`src/rtl/crc_pkg.sv`:
```
// Shared definitions for the bit-serial CRC-8 engine: FSM states, width and default polynomial.
package crc_pkg;

  localparam int unsigned CRC8_WIDTH = 8;
  localparam logic [CRC8_WIDTH-1:0] CRC8_POLY_DEFAULT = 8'h07;

  typedef enum logic [1:0] {
    StIdle = 2'd0,
    StRun  = 2'd1,
    StDone = 2'd2
  } crc_state_e;

endpackage

```
`src/rtl/crc8_lfsr_step.sv`:
```
// One combinational CRC-8 LFSR step; one XOR gate per set tap of POLY plus the feedback gate.
module crc8_lfsr_step
  import crc_pkg::*;
#(
  parameter logic [CRC8_WIDTH-1:0] POLY = CRC8_POLY_DEFAULT
) (
  input  logic [CRC8_WIDTH-1:0] crc,
  input  logic                  din,
  output logic [CRC8_WIDTH-1:0] crc_next
);

  logic                  fb;
  logic [CRC8_WIDTH-1:0] shifted;

  assign shifted = {crc[CRC8_WIDTH-2:0], 1'b0};

  xor2 u_fb (
    .a(crc[CRC8_WIDTH-1]),
    .b(din),
    .y(fb)
  );

  for (genvar i = 0; i < CRC8_WIDTH; i++) begin : g_tap
    if (POLY[i]) begin : g_xor
      xor2 u_tap (
        .a(shifted[i]),
        .b(fb),
        .y(crc_next[i])
      );
    end else begin : g_pass
      assign crc_next[i] = shifted[i];
    end
  end

endmodule

```
`src/rtl/xor2.sv`:
```
// Team two-input XOR gate primitive.
module xor2 (
  input  logic a,
  input  logic b,
  output logic y
);

  assign y = a ^ b;

endmodule

```
`src/rtl/crc8_serial.sv`:
```
// Bit-serial CRC-8 engine with frame FSM, bit counter and sticky overflow.
// Optional residue compare output crc_err is built when CRC8_SERIAL_RESIDUE_CHECK_EN is defined.
module crc8_serial
  import crc_pkg::*;
#(
  parameter logic [CRC8_WIDTH-1:0] POLY     = CRC8_POLY_DEFAULT,
  parameter logic [CRC8_WIDTH-1:0] INIT     = 8'h00,
  parameter int unsigned           MAX_BITS = 64,
  localparam int unsigned          CW       = $clog2(MAX_BITS + 1)
) (
  input  logic                  clk,
  input  logic                  rst_n,
  input  logic                  start,
  input  logic                  din,
  input  logic                  din_valid,
  input  logic                  last,
  output logic [CRC8_WIDTH-1:0] crc_out,
  output logic                  crc_valid,
  output logic                  busy,
  output logic [CW-1:0]         bit_count,
  output logic                  overflow
`ifdef CRC8_SERIAL_RESIDUE_CHECK_EN
  ,
  output logic                  crc_err
`endif
);

  crc_state_e state_q, state_d;

  logic [CRC8_WIDTH-1:0] crc_q, crc_d, crc_step;
  logic [CW-1:0]         cnt_q, cnt_d;
  logic                  ovf_q, ovf_d;
  logic                  take_bit;
  logic                  at_max;

  assign take_bit = (state_q == StRun) && din_valid && !start;
  assign at_max   = (cnt_q == CW'(MAX_BITS));

  crc8_lfsr_step #(
    .POLY(POLY)
  ) u_step (
    .crc     (crc_q),
    .din     (din),
    .crc_next(crc_step)
  );

  // FSM state register
  always_ff @(posedge clk) begin
    if (!rst_n) begin
      state_q <= StIdle;
    end else begin
      state_q <= state_d;
    end
  end

  // FSM next state; start overrides every state
  always_comb begin
    state_d = state_q;
    unique case (state_q)
      StIdle:  state_d = StIdle;
      StRun:   if (din_valid && last) state_d = StDone;
      StDone:  state_d = StIdle;
      default: state_d = StIdle;
    endcase
    if (start) begin
      state_d = StRun;
    end
  end

  // FSM outputs, decoded from the state register only
  always_comb begin
    busy      = 1'b0;
    crc_valid = 1'b0;
    unique case (state_q)
      StIdle:  ;
      StRun:   busy = 1'b1;
      StDone:  crc_valid = 1'b1;
      default: ;
    endcase
  end

  always_comb begin
    crc_d = crc_q;
    cnt_d = cnt_q;
    ovf_d = ovf_q;
    if (start) begin
      crc_d = INIT;
      cnt_d = '0;
      ovf_d = 1'b0;
    end else if (take_bit) begin
      if (at_max) begin
        ovf_d = 1'b1;
      end else begin
        crc_d = crc_step;
        cnt_d = cnt_q + CW'(1);
      end
    end
  end

  always_ff @(posedge clk) begin
    if (!rst_n) begin
      crc_q <= INIT;
      cnt_q <= '0;
      ovf_q <= 1'b0;
    end else begin
      crc_q <= crc_d;
      cnt_q <= cnt_d;
      ovf_q <= ovf_d;
    end
  end

  assign crc_out   = crc_q;
  assign bit_count = cnt_q;
  assign overflow  = ovf_q;

`ifdef CRC8_SERIAL_RESIDUE_CHECK_EN
  logic err_q, err_d;

  // Compare the remainder as it will stand in the DONE cycle
  always_comb begin
    err_d = err_q;
    if (start) begin
      err_d = 1'b0;
    end else if (take_bit && last) begin
      err_d = (crc_d != '0);
    end
  end

  always_ff @(posedge clk) begin
    if (!rst_n) begin
      err_q <= 1'b0;
    end else begin
      err_q <= err_d;
    end
  end

  assign crc_err = err_q;
`endif

endmodule

```
`config.mk`:
```
export PLATFORM = sky130hd
export DESIGN_NAME = crc8_serial
export DESIGN_NICKNAME = d
export VERILOG_FILES = /design/src/rtl/crc_pkg.sv /design/src/rtl/crc8_lfsr_step.sv /design/src/rtl/xor2.sv /design/src/rtl/crc8_serial.sv
export SDC_FILE = /design/constraint.sdc
export NUM_CORES = 1
export LEC_CHECK = 0
export CORE_MARGIN = 8
export CORE_UTILIZATION = 42
export CTS_BUF_LIST = sky130_fd_sc_hd__clkbuf_8 sky130_fd_sc_hd__clkbuf_16
export DETAILED_ROUTE_END_ITERATION = 8
export PLACE_DENSITY = 0.71
export SYNTH_ARGS = -nofsm -noshare
export SYNTH_HDL_FRONTEND = slang
export SYNTH_SLANG_ARGS = --single-unit
```
`constraint.sdc`:
```
create_clock -name clk -period 1.42 [get_ports clk]
set_input_delay 0.355 -clock clk [delete_from_list [all_inputs] [get_ports clk]]
set_output_delay 0.355 -clock clk [all_outputs]
set_load 0.005 [all_outputs]
```
After elaboration in Yosys (flattened, before gate mapping):

Cells that the tools add are included.

* $add $sub $neg: 1
* $mul: 0
* divide/modulo/power cells: 0
* magnitude comparators: 0
* equality and inequality tests: 4
* shifts and indexed selects: 0
* muxes and demuxes: 5
* bitwise gates (word level): 6
* reductions and logical operators: 8

Operators by type and width (number)
* adder 7 x 1 -> 7 bit (second input constant): 1
* == test 7 bit (second input constant): 1
* two-way mux 1 bit: 5
* AND reduction 2 bit: 2
* logical AND 1 bit: 3
* inequality test 3 x 2 -> 1 bit (second input constant): 1
* NOT 1 bit: 3
* OR reduction 3 bit: 1
* bitwise XOR 1 bit: 3
* == test 2 x 1 -> 1 bit (second input constant): 1
* == test 2 bit (second input constant): 1
* OR reduction 2 bit: 1
* logical NOT 1 bit: 1

* bits in registers: 18
* bits in latches: 0
* bits in writable memories: 0
* memory bits (read-only): 0
* bits of input ports: 6
* output and inout bits: 18
* memories: 0

Depth between registers and ports, before layout:

Gate-level depths: netlist (run 1).

* word-level depth: 4
* gate-level depth with buffers: 5
* mapped depth without buffers: 5

Modules after synthesis:

Synthesis (run 1) repeated with hierarchy kept, for this count alone.

* cell total of the unflattened synthesis: 102
* area total of the unflattened synthesis: 915.9 um^2

Modules (own cells, without submodules)
* crc8_serial: instances 1, cells each 92, area each 839.6 um^2, sequential area each 360.3 um^2
* crc8_lfsr_step: instances 1, cells each 6, area each 41.3 um^2, sequential area each 0.0 um^2
* xor2: instances 4, cells each 1, area each 8.8 um^2, sequential area each 0.0 um^2

Worst setup path after synthesis (run 1):

OpenSTA, ideal clock, no wires.

* kind: flip-flop to flip-flop
* start: register cnt_q[0], in the netlist bit_count[0]
* end: register cnt_q[0], in the netlist bit_count[0]
* setup time: 72 ps
* data arrival time: 1369 ps
* slack: -21 ps
* cell stages (with the launch flop): 6
* path buffers: 0
* clock period less this slack: 1441 ps
* path through: dfxtp_1 > inv_1 > ha_1 > nor2b_1 > a21oi_2 > mux2i_1

* cells in the longest elaborated chain, start to end: 3

Ends and longest elaborated chain
* start: declaration: line crc8_serial.sv:31 `logic [CW-1:0] cnt_q, cnt_d;`
* start signal: assignment: line crc8_serial.sv:107 `cnt_q <= cnt_d;`
* parallel branches: the longest is 3 deep, another holds adder 7 x 1 -> 7 bit

Parallel ways; which one is timed is not known.
A chain may end at the register's enable or synchronous reset.

Worst setup path in the final report (run 1):

* start: register cnt_q[3], in the netlist bit_count[3]
* end: register crc_q[0], in the netlist crc_out[0]

* cells in the longest elaborated chain, start to end: 3

Ends and longest elaborated chain
* == test 7 bit: line crc8_serial.sv:37 `assign at_max = (cnt_q == CW'(MAX_BITS));`
* NOT 1 bit (no line)
* AND reduction 2 bit (no line)
* end signal: assignment: line crc8_serial.sv:106 `crc_q <= crc_d;`
* end: declaration: line crc8_serial.sv:30 `logic [CRC8_WIDTH-1:0] crc_q, crc_d, crc_step;`

Every way passes these cells.

==> run_results.csv, run 1 <==
group,metric,value,unit
worst_setup_path,cpLargestDelayFamily,"simple AND/OR/NAND/NOR gates",
synth,synth-simple-area-share,27.5,%
synth,synth.mux.area_fraction,9.90,%
route,route.vias.total,846,
floorplanning,floorplan_die_height,62.5,um
floorplanning,core_region_area,2130,um2
placement,dp_worst_setup_slack,-316,ps
placement,postPlaceCellArea,1300,um2
synth,synth-main-ff-cell,"sky130_fd_sc_hd__dfxtp_1",
global_route,globalRoute.totalOverflow,0,
synth,synth_edf_count,0,
floorplanning,initial_core_util,42.8,%
worst_setup_path,worst_r2r_endpoint,"crc_out[0]$_SDFFE_PP0P_",
timing,setup_viol,0,
timing,finalClockSkew,1.05,ps
worst_setup_path,reg2reg_from,"bit_count[3]$_SDFFE_PP0P_",
synth,synth_adder_area_share,2.75,%
floorplanning,floorplan.die.width,62.5,um
timing,period_minus_slack,1360,ps
route,routed_wire_length,2340,um
pwr,intPower,0.000812,W
clock_tree,tritoncts,"built",
pwr,switching_share_of_power,21.5,%
job,timing.max_cap.violations,0,
clock_tree,cts.clk_slew.worst_paths,70,ps
worst_setup_path,kind_of_start_point_of_the_critical_path,"flop",
timing,timing_max_transition_violations_final,0,
global_route,grt_antenna_before_repair,0,
final_layout,sequential_cell_area,378,um2
route,final_antenna_net_count,0,
synth,synthesis.instances,96,
clock_tree,cts-buffers-inserted,3,
final_layout,nNetsFinal,150,
timing,worst_pin_slew,333,ps
synth,synth-xor-area-share,2.89,%
floorplanning,core.rowCount,17,
final_layout,fillers,186,
worst_setup_path,worst-path-stages,4,
clock_tree,htreeDepth,1,
final_layout,insertedDiodeCount,0,
final_layout,multi_input_area,558,um2
worst_hold_path,hold-path-cell-count,2,
global_route,global_route_wire_length_before_repair,4030,um
timing,timing.final.crit_share,95.9,%
timing,final_setup_slack_of_the_worst_path,58.0,ps
timing,worst_slew_margin_rel,77.7,%
synth,syn_avg_cell_area,9.48,um2
worst_setup_path,crit_path_cell_chain,"nor4b_4 > buf_4 > a21o_1 > mux2i_1",
synth,ys_seq_area_share,39.6,%
synth,combinational_family_with_the_most_area_after_synthesis,"simple AND/OR/NAND/NOR gates",
worst_setup_path,worst-r2r-cell-count,4,
pwr,power.share.sequential,49.1,%
timing,timing.fmax,0.734,GHz
pwr,clkPwrFrac,40.2,%
floorplanning,boundaryPins,24,
worst_setup_path,critical_path.max_fanout,4,
timing,setup_repair_after_global_routing_missed_its_margin,"true",
worst_hold_path,hold_path_startpoint,"crc_out[0]$_SDFFE_PP0P_",
synth,ys_seq_elements,18,
clock_tree,max-clock-path-buffers,2,
worst_hold_path,hold_end,"crc_out[0]$_SDFFE_PP0P_",
route,avgRoutedWirePerCell,13.9,um
global_route,globalRouteTotalUtil,12.3,%
synth,netlist-cell-type-count,30,
route,drt_first_iter_violations,22,
synth,synth_async_sr_flop_share,0,%
final_layout,final_util,66.9,%
final_layout,cell_area_after_layout,1420,um2
worst_hold_path,holdCritPathClass,"reg -> reg",
worst_setup_path,cp-end-kind,"flop",
final_layout,drive_gt1_share,35.5,%
synth,synth_commonest_cells,"sky130_fd_sc_hd__dfxtp_1, sky130_fd_sc_hd__nand2_1, sky130_fd_sc_hd__mux2i_1",
worst_setup_path,timing.reg2reg.setup_slack,60,ps
worst_setup_path,crit_slowest_cell,"sky130_fd_sc_hd__nor4b_4",
worst_setup_path,cp_slowest_stage_delay,380,ps
global_route,grt_start_max_net_pins,11,
clock_tree,worstSkewPairLatency,250,ps
run_status,status,"complete, no violations",
clock_tree,cts_hold_buf,0,
synth,synth_compound_gate_area_share,11.7,%
final_layout,flow.area_growth_from_synthesis,56.5,%
pwr,power.density,726,nW/um2
pwr,combinational_power_share,10.7,%
clock_tree,cts_root_buffer,"sky130_fd_sc_hd__clkbuf_8",
worst_setup_path,critPathBufInv,1,
worst_setup_path,arrival,1540,ps
worst_setup_path,critPathRequiredTime,1590,ps
pwr,worst_ir_drop_vdd,0.000693,V
synth,syn_nets,104,
placement,gp_congestion,0.790,
placement,dp.final_hpwl,1680,um
clock_tree,clock_sinks,18,
global_route,first_global_vias,884,
worst_setup_path,path_class,"reg -> reg",
timing,finalHoldViolCount,0,
route,drt_pre_antenna_iters,4,
route,drc_errors,0,
pwr,switching_power,0.000222,W
synth,synthesis.area,910,um2
synth,synth_top_cell_by_area,"sky130_fd_sc_hd__dfxtp_1",
route,ratio_of_routed_vias_to_standard_cells,5.01,
synth,synth.top_cell.area_share,39.6,%
synth,synthesis_warning_total,0,
synth,synth.most_common_cell,"sky130_fd_sc_hd__dfxtp_1",
pwr,cellLeakagePower,0.672,nW
placement,port_buffers,23,
floorplanning,design.die.area,3910,um2
synth,synth.top_cells.by_area,"sky130_fd_sc_hd__dfxtp_1, sky130_fd_sc_hd__mux2i_1, sky130_fd_sc_hd__nand2_1, sky130_fd_sc_hd__buf_4, sky130_fd_sc_hd__nand4bb_4",
final cells by class:
class | instances | area share, %
well taps | 28 | 2.46
repair buffers | 46 | 27.2
inverters | 3 | 0.791
flip-flops and latches | 18 | 26.5
clock buffers | 4 | 3.87
multi-input cells | 70 | 39.2
logic make-up after synthesis:
family	Yosys count
compound gates	15
xor+xnor	3
fa+ha+maj	2
buf+inv	9
flops	18
mux	9
simple gates	40
metal layers:
layer	global-route usage [%]	wire (um)
met1	13.6	1010
met2	21.6	1150
met3	4.48	167
met4	3.42	24
met5	0	0
state kept, by name (all words and copies together), names as in the netlist:
name / cells
crc_out: 8
overflow: 1
state_q: 2
bit_count: 7
how the worst max path moves through the flow:
| stage | endpoint | start |
|---|---|---|
| after floorplan | bit_count[0]$_SDFFE_PP0P_ | bit_count[0]$_SDFFE_PP0P_ |
| after global placement | bit_count[6]$_SDFFE_PP0P_ | start |
| after detailed placement | bit_count[6]$_SDFFE_PP0P_ | start |
| after CTS | crc_out[0]$_SDFFE_PP0P_ | bit_count[3]$_SDFFE_PP0P_ |
| after global routing | crc_out[0]$_SDFFE_PP0P_ | bit_count[3]$_SDFFE_PP0P_ |
| final | crc_out[0]$_SDFFE_PP0P_ | bit_count[3]$_SDFFE_PP0P_ |
power groups by stage:
stage	Clock (W)	Combinational, W	Sequential (W)
2_1_floorplan	0	0.0000425	0.000524
3_3_place_gp	0	0.000105	0.000522
3_5_place_dp	0	0.000106	0.000523
4_1_cts	0.000423	0.000107	0.000507
5_1_grt	0.000455	0.000121	0.000507
6_report	0.000416	0.000111	0.000507
worst reg2reg max path, delay by kind of cell (launching register included):
family	cells	cell delay [ps]
mux	1	190
compound gates	1	170
buf+inv	1	190
flops	1	360
simple gates	1	380
per-stage QoR:
step                setup TNS, ps  hold slack, ps  cells  power (W)
floorplan                    -131             461     96   0.000566
global placement            -3630             471    161   0.000627
detailed placement          -4070             486    161   0.000629
CTS                         -20.4             479    170    0.00104
global route                -83.6             503    169    0.00108
finish                          0             481    169    0.00103
repair_timing:
item / CTS / global route
gates cloned: 1 / 0
pin swaps: 2 / 1
buffers inserted: 4 / 1
endpoints found under the setup margin: 30 / 10
gates resized for setup: 36 / 7
hold endpoints to repair: 0 / 0
placed cells by master, fill, tap and decap left out, types with 2 or more instances in the layout:
cell / synthesis / layout
sky130_fd_sc_hd__nand2_1: 16 / 16
sky130_fd_sc_hd__dfxtp_1: 18 / 8
sky130_fd_sc_hd__ha_1: 2 / 2
sky130_fd_sc_hd__a211o_1: 2 / 2
sky130_fd_sc_hd__and3_1: 2 / 2
sky130_fd_sc_hd__dfxtp_4: 0 / 2
sky130_fd_sc_hd__nand2b_1: 3 / 3
sky130_fd_sc_hd__inv_1: 3 / 3
sky130_fd_sc_hd__nor2_1: 3 / 3
sky130_fd_sc_hd__a21oi_1: 3 / 3
sky130_fd_sc_hd__xor2_1: 3 / 2
sky130_fd_sc_hd__nor2b_4: 0 / 2
sky130_fd_sc_hd__clkdlybuf4s50_1: 0 / 3
sky130_fd_sc_hd__nor2b_1: 4 / 2
sky130_fd_sc_hd__nand3_1: 3 / 3
sky130_fd_sc_hd__clkbuf_8: 0 / 4
sky130_fd_sc_hd__o21ai_0: 2 / 2
sky130_fd_sc_hd__dfxtp_2: 0 / 8
sky130_fd_sc_hd__or3_1: 2 / 2
sky130_fd_sc_hd__dlygate4sd2_1: 0 / 19
sky130_fd_sc_hd__buf_4: 4 / 22
sky130_fd_sc_hd__a211oi_1: 2 / 2
sky130_fd_sc_hd__and4_1: 2 / 2
sky130_fd_sc_hd__mux2i_1: 9 / 9
No activity file was read; power rests on OpenSTA's default activity.
==> run 2: changes to the inputs <==
ABC_AREA = 1   (was unset)
CORE_UTILIZATION = 43   (was 42)
PLACE_DENSITY = 0.72   (was 0.71)
==> run_results.csv, run 2 <==
group,metric,value,unit
route,route.vias.total,935,
global_route,grt_start_max_net_pins,13,
final_layout,final_cells,200,
final_layout,largest_register_ffs,8,
global_route,globalRouteTotalUtil,10.7,%
placement,dp.final_hpwl,1620,um
worst_setup_path,crit_path_cell_chain,"clkdlybuf4s50_1 > inv_1 > nand2_2 > nor2_4 > buf_6 > nand3_1 > nand2_1 > inv_1 > nor2_1",
worst_setup_path,critical_path.max_fanout,5,
clock_tree,worstSkewPairLatency,250,ps
clock_tree,htreeDepth,1,
route,final_antenna_net_count,0,
timing,setup_viol,0,
synth,syn_nets,148,
synth,ys_seq_elements,18,
route,drt_pre_antenna_iters,4,
synth,ys_seq_area_share,37.5,%
final_layout,cell_area_after_layout,1330,um2
placement,postPlaceCellArea,1230,um2
synth,synthesis_warning_total,0,
worst_setup_path,kind_of_start_point_of_the_critical_path,"primary input",
clock_tree,clock_sinks,18,
timing,finalHoldViolCount,0,
placement,gp_congestion,0.852,
worst_hold_path,holdCritPathClass,"reg -> reg",
synth,syn_avg_cell_area,6.86,um2
synth,synth.most_common_cell,"sky130_fd_sc_hd__nor2_1",
floorplanning,core.rowCount,17,
route,routed_wire_length,2160,um
floorplanning,initial_core_util,44.3,%
pwr,worst_ir_drop_vdd,0.000679,V
synth,synth.top_cell.area_share,37.5,%
route,drt_first_iter_violations,22,
final_layout,flow.area_growth_from_synthesis,38.8,%
synth,synth_async_sr_flop_share,0,%
synth,synth-main-ff-cell,"sky130_fd_sc_hd__dfxtp_1",
synth,synth.top_cells.by_area,"sky130_fd_sc_hd__dfxtp_1, sky130_fd_sc_hd__nor2_1, sky130_fd_sc_hd__nand2_1, sky130_fd_sc_hd__inv_1, sky130_fd_sc_hd__nand3_1",
floorplanning,floorplan_die_height,63.3,um
global_route,global_route_wire_length_before_repair,3680,um
synth,synth_edf_count,0,
route,avgRoutedWirePerCell,10.8,um
synth,synth_commonest_cells,"sky130_fd_sc_hd__nor2_1, sky130_fd_sc_hd__nand2_1, sky130_fd_sc_hd__inv_1",
final_layout,drive_gt1_share,19.8,%
placement,port_buffers,23,
worst_setup_path,cp_slowest_stage_delay,420,ps
timing,worst_slew_margin_rel,81.8,%
final_layout,most-common-layout-cells,"sky130_fd_sc_hd__nor2_1, sky130_fd_sc_hd__nand2_1, sky130_fd_sc_hd__inv_1",
timing,timing.final.crit_share,94.2,%
timing,worst_pin_slew,272,ps
run_status,status,"complete, no violations",
worst_setup_path,cp-end-kind,"flop",
global_route,grt_antenna_before_repair,0,
worst_setup_path,crit_slowest_cell,"sky130_fd_sc_hd__clkdlybuf4s50_1",
clock_tree,tritoncts,"built",
floorplanning,core_region_area,2170,um2
placement,dp.cells,192,
final_layout,nNetsFinal,181,
route,ratio_of_routed_vias_to_standard_cells,4.68,
clock_tree,max-clock-path-buffers,2,
timing,finalClockSkew,3.81,ps
pwr,power.density,780,nW/um2
final_layout,mostFrequentLayoutCell,"sky130_fd_sc_hd__nor2_1",
floorplanning,boundaryPins,24,
worst_setup_path,critPathRequiredTime,1610,ps
synth,synthesis.area,961,um2
clock_tree,cts_hold_buf,0,
synth,netlist-cell-type-count,22,
floorplanning,design.die.area,4000,um2
timing,period_minus_slack,1340,ps
pwr,report.power.total,0.00104,W
clock_tree,cts_root_buffer,"sky130_fd_sc_hd__clkbuf_8",
job,timing.max_cap.violations,0,
worst_setup_path,path_class,"in -> reg",
route,drc_errors,0,
timing,timing.fmax,0.747,GHz
global_route,globalRoute.totalOverflow,0,
synth,synthesis.instances,140,
pwr,cellLeakagePower,0.643,nW
clock_tree,cts-buffers-inserted,3,
timing,fin_worst_hold_slack,451,ps
clock_tree,cts.clk_slew.worst_paths,70,ps
synth,synth_top_cell_by_area,"sky130_fd_sc_hd__dfxtp_1",
global_route,first_global_vias,898,
final_layout,insertedDiodeCount,0,
worst_setup_path,arrival,1530,ps
worst_setup_path,critical_path.most_common_cell,"sky130_fd_sc_hd__inv_1",
timing,timing_max_transition_violations_final,0,
floorplanning,floorplan.die.width,63.3,um
run 2: cell types whose count changed in the layout (fill, tap and decap cells not counted), sizes merged, moves of 9 or more:
cell / previous run / this run
buf: 23 / 13
nor2: 3 / 30
mux2i: 9 / 0
nand3: 3 / 13
inv: 3 / 20
nand2: 16 / 27
run 2: logic make-up (layout without fill, tap and decap cells):
| kind of cell | Yosys count | in the layout | share of synthesized area [%] |
|---|---|---|---|
| AOI/OAI and AO/OA | 13 | 13 | 7.16 |
| xor gates and xnor gates | 1 | 1 | 0.912 |
| adders and majority gates | 2 | 2 | 2.60 |
| buffers and inverters | 28 | 60 | 14.6 |
| DFF | 18 | 18 | 37.5 |
| and+or+nand+nor | 78 | 78 | 37.2 |
run 2: cell type report:
type,instances,area (um2)
Multi-Input combinational cell,94,482
Inverter,20,77.6
Timing Repair Buffer,36,313
Sequential cell,18,372
Clock buffer,4,55.1
Tap cell,28,35.0
Fill cell,210,836
run 2: worst max-delay path: cells and delay by family:
family | cells | cell delay [ps]
buffers and inverters | 4 | 700
and+or+nand+nor | 5 | 470
run 2: worst paths after layout:
kind | depth (start not counted) | start | slack (ps) | end
worst max-delay path | 9 | start | 80 | bit_count[6]$_SDFFE_PP0P_
worst max register to register | 10 | bit_count[0]$_SDFFE_PP0P_ | 110 | bit_count[6]$_SDFFE_PP0P_
worst min-delay path | 2 | overflow$_SDFFE_PP0P_ | 450 | overflow$_SDFFE_PP0P_
worst min register to register | 2 | overflow$_SDFFE_PP0P_ | 450 | overflow$_SDFFE_PP0P_
run 2: repair_timing:
item | in CTS | in global routing
resized for setup | 27 | 8
cloned | 0 | 1
setup buffers | 3 | 0
endpoints found under the setup margin | 18 | 12
run 2: stage by stage:
step / util [%] / setup WS [ps] / setup TNS [ps]
after floorplan: - / 104 / 0
after global placement: 56.6 / -145 / -1870
after detailed placement: 56.6 / -189 / -2370
after CTS: 59.7 / 59.2 / 0
after global routing: 61.5 / -4.16 / -4.16
final: 61.5 / 82.2 / 0
run 2: where the power goes:
group	leakage (nW)	total [W]	internal (W)	switching [W]
registers	0.150	0.000517	0.000512	0.00000459
logic	0.464	0.000101	0.0000477	0.0000538
clock network	0.0288	0.000422	0.000246	0.000176
total	0.643	0.00104	0.000806	0.000234
run 2: layer usage:
| layer | global-route usage [%] | vias up | share of wire (%) |
|---|---|---|---|
| met2 | 17.5 | 17 | 46 |
| li1 | - | 501 | - |
| met5 | 0 | - | 0 |
| met1 | 12.4 | 415 | 49 |
| met4 | 5.01 | 0 | 0.37 |
| met3 | 3.18 | 2 | 4.7 |
==> run 3: changes to the inputs <==
CORE_UTILIZATION = 45   (was 43)
clock period = 1.54 ns   (was 1.42 ns; I/O delays follow)
==> run_results.csv, run 3 (same netlist as run 2, synthesis figures left out) <==
group,metric,value,unit
timing,finalClockSkew,3.17,ps
floorplanning,floorplan.die.width,62.2,um
route,met3_wire_len,142,um
global_route,first_global_vias,839,
clock_tree,cts_hold_buf,0,
worst_setup_path,critical_path.max_fanout,3,
clock_tree,max-clock-path-buffers,2,
route,drt_first_iter_violations,36,
route,ratio_of_routed_vias_to_standard_cells,4.68,
route,routedLengthMet1,1010,um
worst_setup_path,worst_r2r_endpoint,"crc_out[7]$_SDFFE_PP0P_",
worst_setup_path,reg2reg_from,"bit_count[0]$_SDFFE_PP0P_",
final_layout,mostFrequentLayoutCell,"sky130_fd_sc_hd__nor2_1",
route,route.vias.total,893,
timing,worst_pin_slew,232,ps
clock_tree,cts.repair.resized,11,
run_status,status,"complete, no violations",
final_layout,insertedDiodeCount,0,
timing,finalHoldViolCount,0,
worst_setup_path,setup.worst_path.start,"crc_out[6]$_SDFFE_PP0P_",
final_layout,sequential_cell_area,382,um2
clock_tree,cts_post_setup_buffers_inserted,0,
placement,dp.final_hpwl,1600,um
worst_setup_path,worst-path-stages,1,
route,final_antenna_net_count,0,
worst_setup_path,cp-end-kind,"output port",
global_route,globalRoute.totalOverflow,0,
timing,timing.final.crit_share,97.0,%
route,route.met2.wl,948,um
timing,period_minus_slack,1490,ps
route,drt_pre_antenna_iters,4,
clock_tree,htreeDepth,1,
placement,gp_congestion,0.840,
clock_tree,cts_root_buffer,"sky130_fd_sc_hd__clkbuf_8",
pwr,report.power.total,0.000942,W
final_layout,multi_input_area,460,um2
worst_setup_path,crit_slowest_cell,"sky130_fd_sc_hd__clkdlybuf4s50_1",
final_layout,largest_register_ffs,8,
clock_tree,cts.clk_slew.worst_paths,70,ps
pwr,worst_ir_drop_vdd,0.000609,V
route,drc_errors,0,
worst_hold_path,holdCritPathClass,"reg -> reg",
worst_setup_path,cpLargestDelayFamily,"buffers and inverters",
worst_setup_path,worst-r2r-cell-count,9,
final_layout,most-common-layout-cells,"sky130_fd_sc_hd__nor2_1, sky130_fd_sc_hd__nand2_1, sky130_fd_sc_hd__inv_1",
worst_setup_path,cp_slowest_stage_delay,510,ps
clock_tree,clock_sinks,18,
route,routed_wire_length,2130,um
final_layout,drive_gt1_share,15.2,%
timing,timing_max_transition_violations_final,0,
floorplanning,design.die.area,3870,um2
global_route,grt_start_max_net_pins,13,
worst_setup_path,critPathBufInv,1,
final_layout,flow.area_growth_from_synthesis,34.8,%
worst_setup_path,kind_of_start_point_of_the_critical_path,"flop",
global_route,global_route_wire_length_before_repair,3680,um
timing,setup_viol,0,
route,highest-signal-layer,"met4",
floorplanning,initial_core_util,48.5,%
timing,timing.fmax,0.669,GHz
floorplanning,boundaryPins,24,
clock_tree,tritoncts,"built",
final_layout,final_util,65.3,%
worst_setup_path,timing.reg2reg.setup_slack,110,ps
clock_tree,cts-buffers-inserted,3,
job,timing.max_cap.violations,0,
floorplanning,core.rowCount,16,
pwr,cellLeakagePower,0.666,nW
clock_tree,worstSkewPairLatency,250,ps
worst_setup_path,crit_path_cell_chain,"clkdlybuf4s50_1",
pwr,power.density,727,nW/um2
worst_setup_path,arrival,1110,ps
floorplanning,core_region_area,1980,um2
final_layout,fillers,177,
route,avgRoutedWirePerCell,11.2,um
global_route,grt_antenna_before_repair,0,
placement,port_buffers,23,
final_layout,nNetsFinal,173,
worst_setup_path,endpoint,"crc_out[6]",
floorplanning,floorplan_die_height,62.2,um
global_route,globalRouteTotalUtil,11.1,%
worst_setup_path,path_class,"reg -> out",
worst_setup_path,critPathRequiredTime,1150,ps
timing,worst_slew_margin_rel,84.5,%
## run 3: stage by stage
stage	area (um2)	TNS (ps)	hold slack, ps	setup WS, ps	std cells
4_1_cts	1260	0	461	1.11	191
3_3_place_gp	1200	-470	439	-49.7	187
6_report	1290	0	464	45.9	191
3_5_place_dp	1200	-956	449	-92.6	187
5_1_grt	1290	-19.0	487	-19.0	191
2_1_floorplan	961	0	447	224	140
## run 3: routing by layer
metal,vias up,track usage (%)
li1,485,-
met1,379,13.1
met2,25,17.3
met3,4,3.94
met4,0,5.25
met5,-,0
## run 3: layout make-up
class | instances | area share (%)
inverters | 20 | 5.80
repair buffers | 28 | 22.3
clock buffers | 4 | 4.25
multi-input cells | 94 | 35.6
well taps | 27 | 2.61
flip-flops and latches | 18 | 29.5
## run 3: worst min path at each step
stage	start	endpoint	slack [ps]	depth (start not counted)
final	overflow$_SDFFE_PP0P_	overflow$_SDFFE_PP0P_	460	2
after global placement	overflow$_SDFFE_PP0P_	overflow$_SDFFE_PP0P_	440	2
after detailed placement	overflow$_SDFFE_PP0P_	overflow$_SDFFE_PP0P_	450	2
after CTS	overflow$_SDFFE_PP0P_	overflow$_SDFFE_PP0P_	460	2
after global routing	overflow$_SDFFE_PP0P_	overflow$_SDFFE_PP0P_	490	2
after floorplan	overflow$_SDFFE_PP0P_	overflow$_SDFFE_PP0P_	450	2
## run 3: where the power goes
part	internal, W	switching, W
logic	0.0000394	0.0000445
registers	0.000466	0.00000528
clock network	0.000227	0.000159
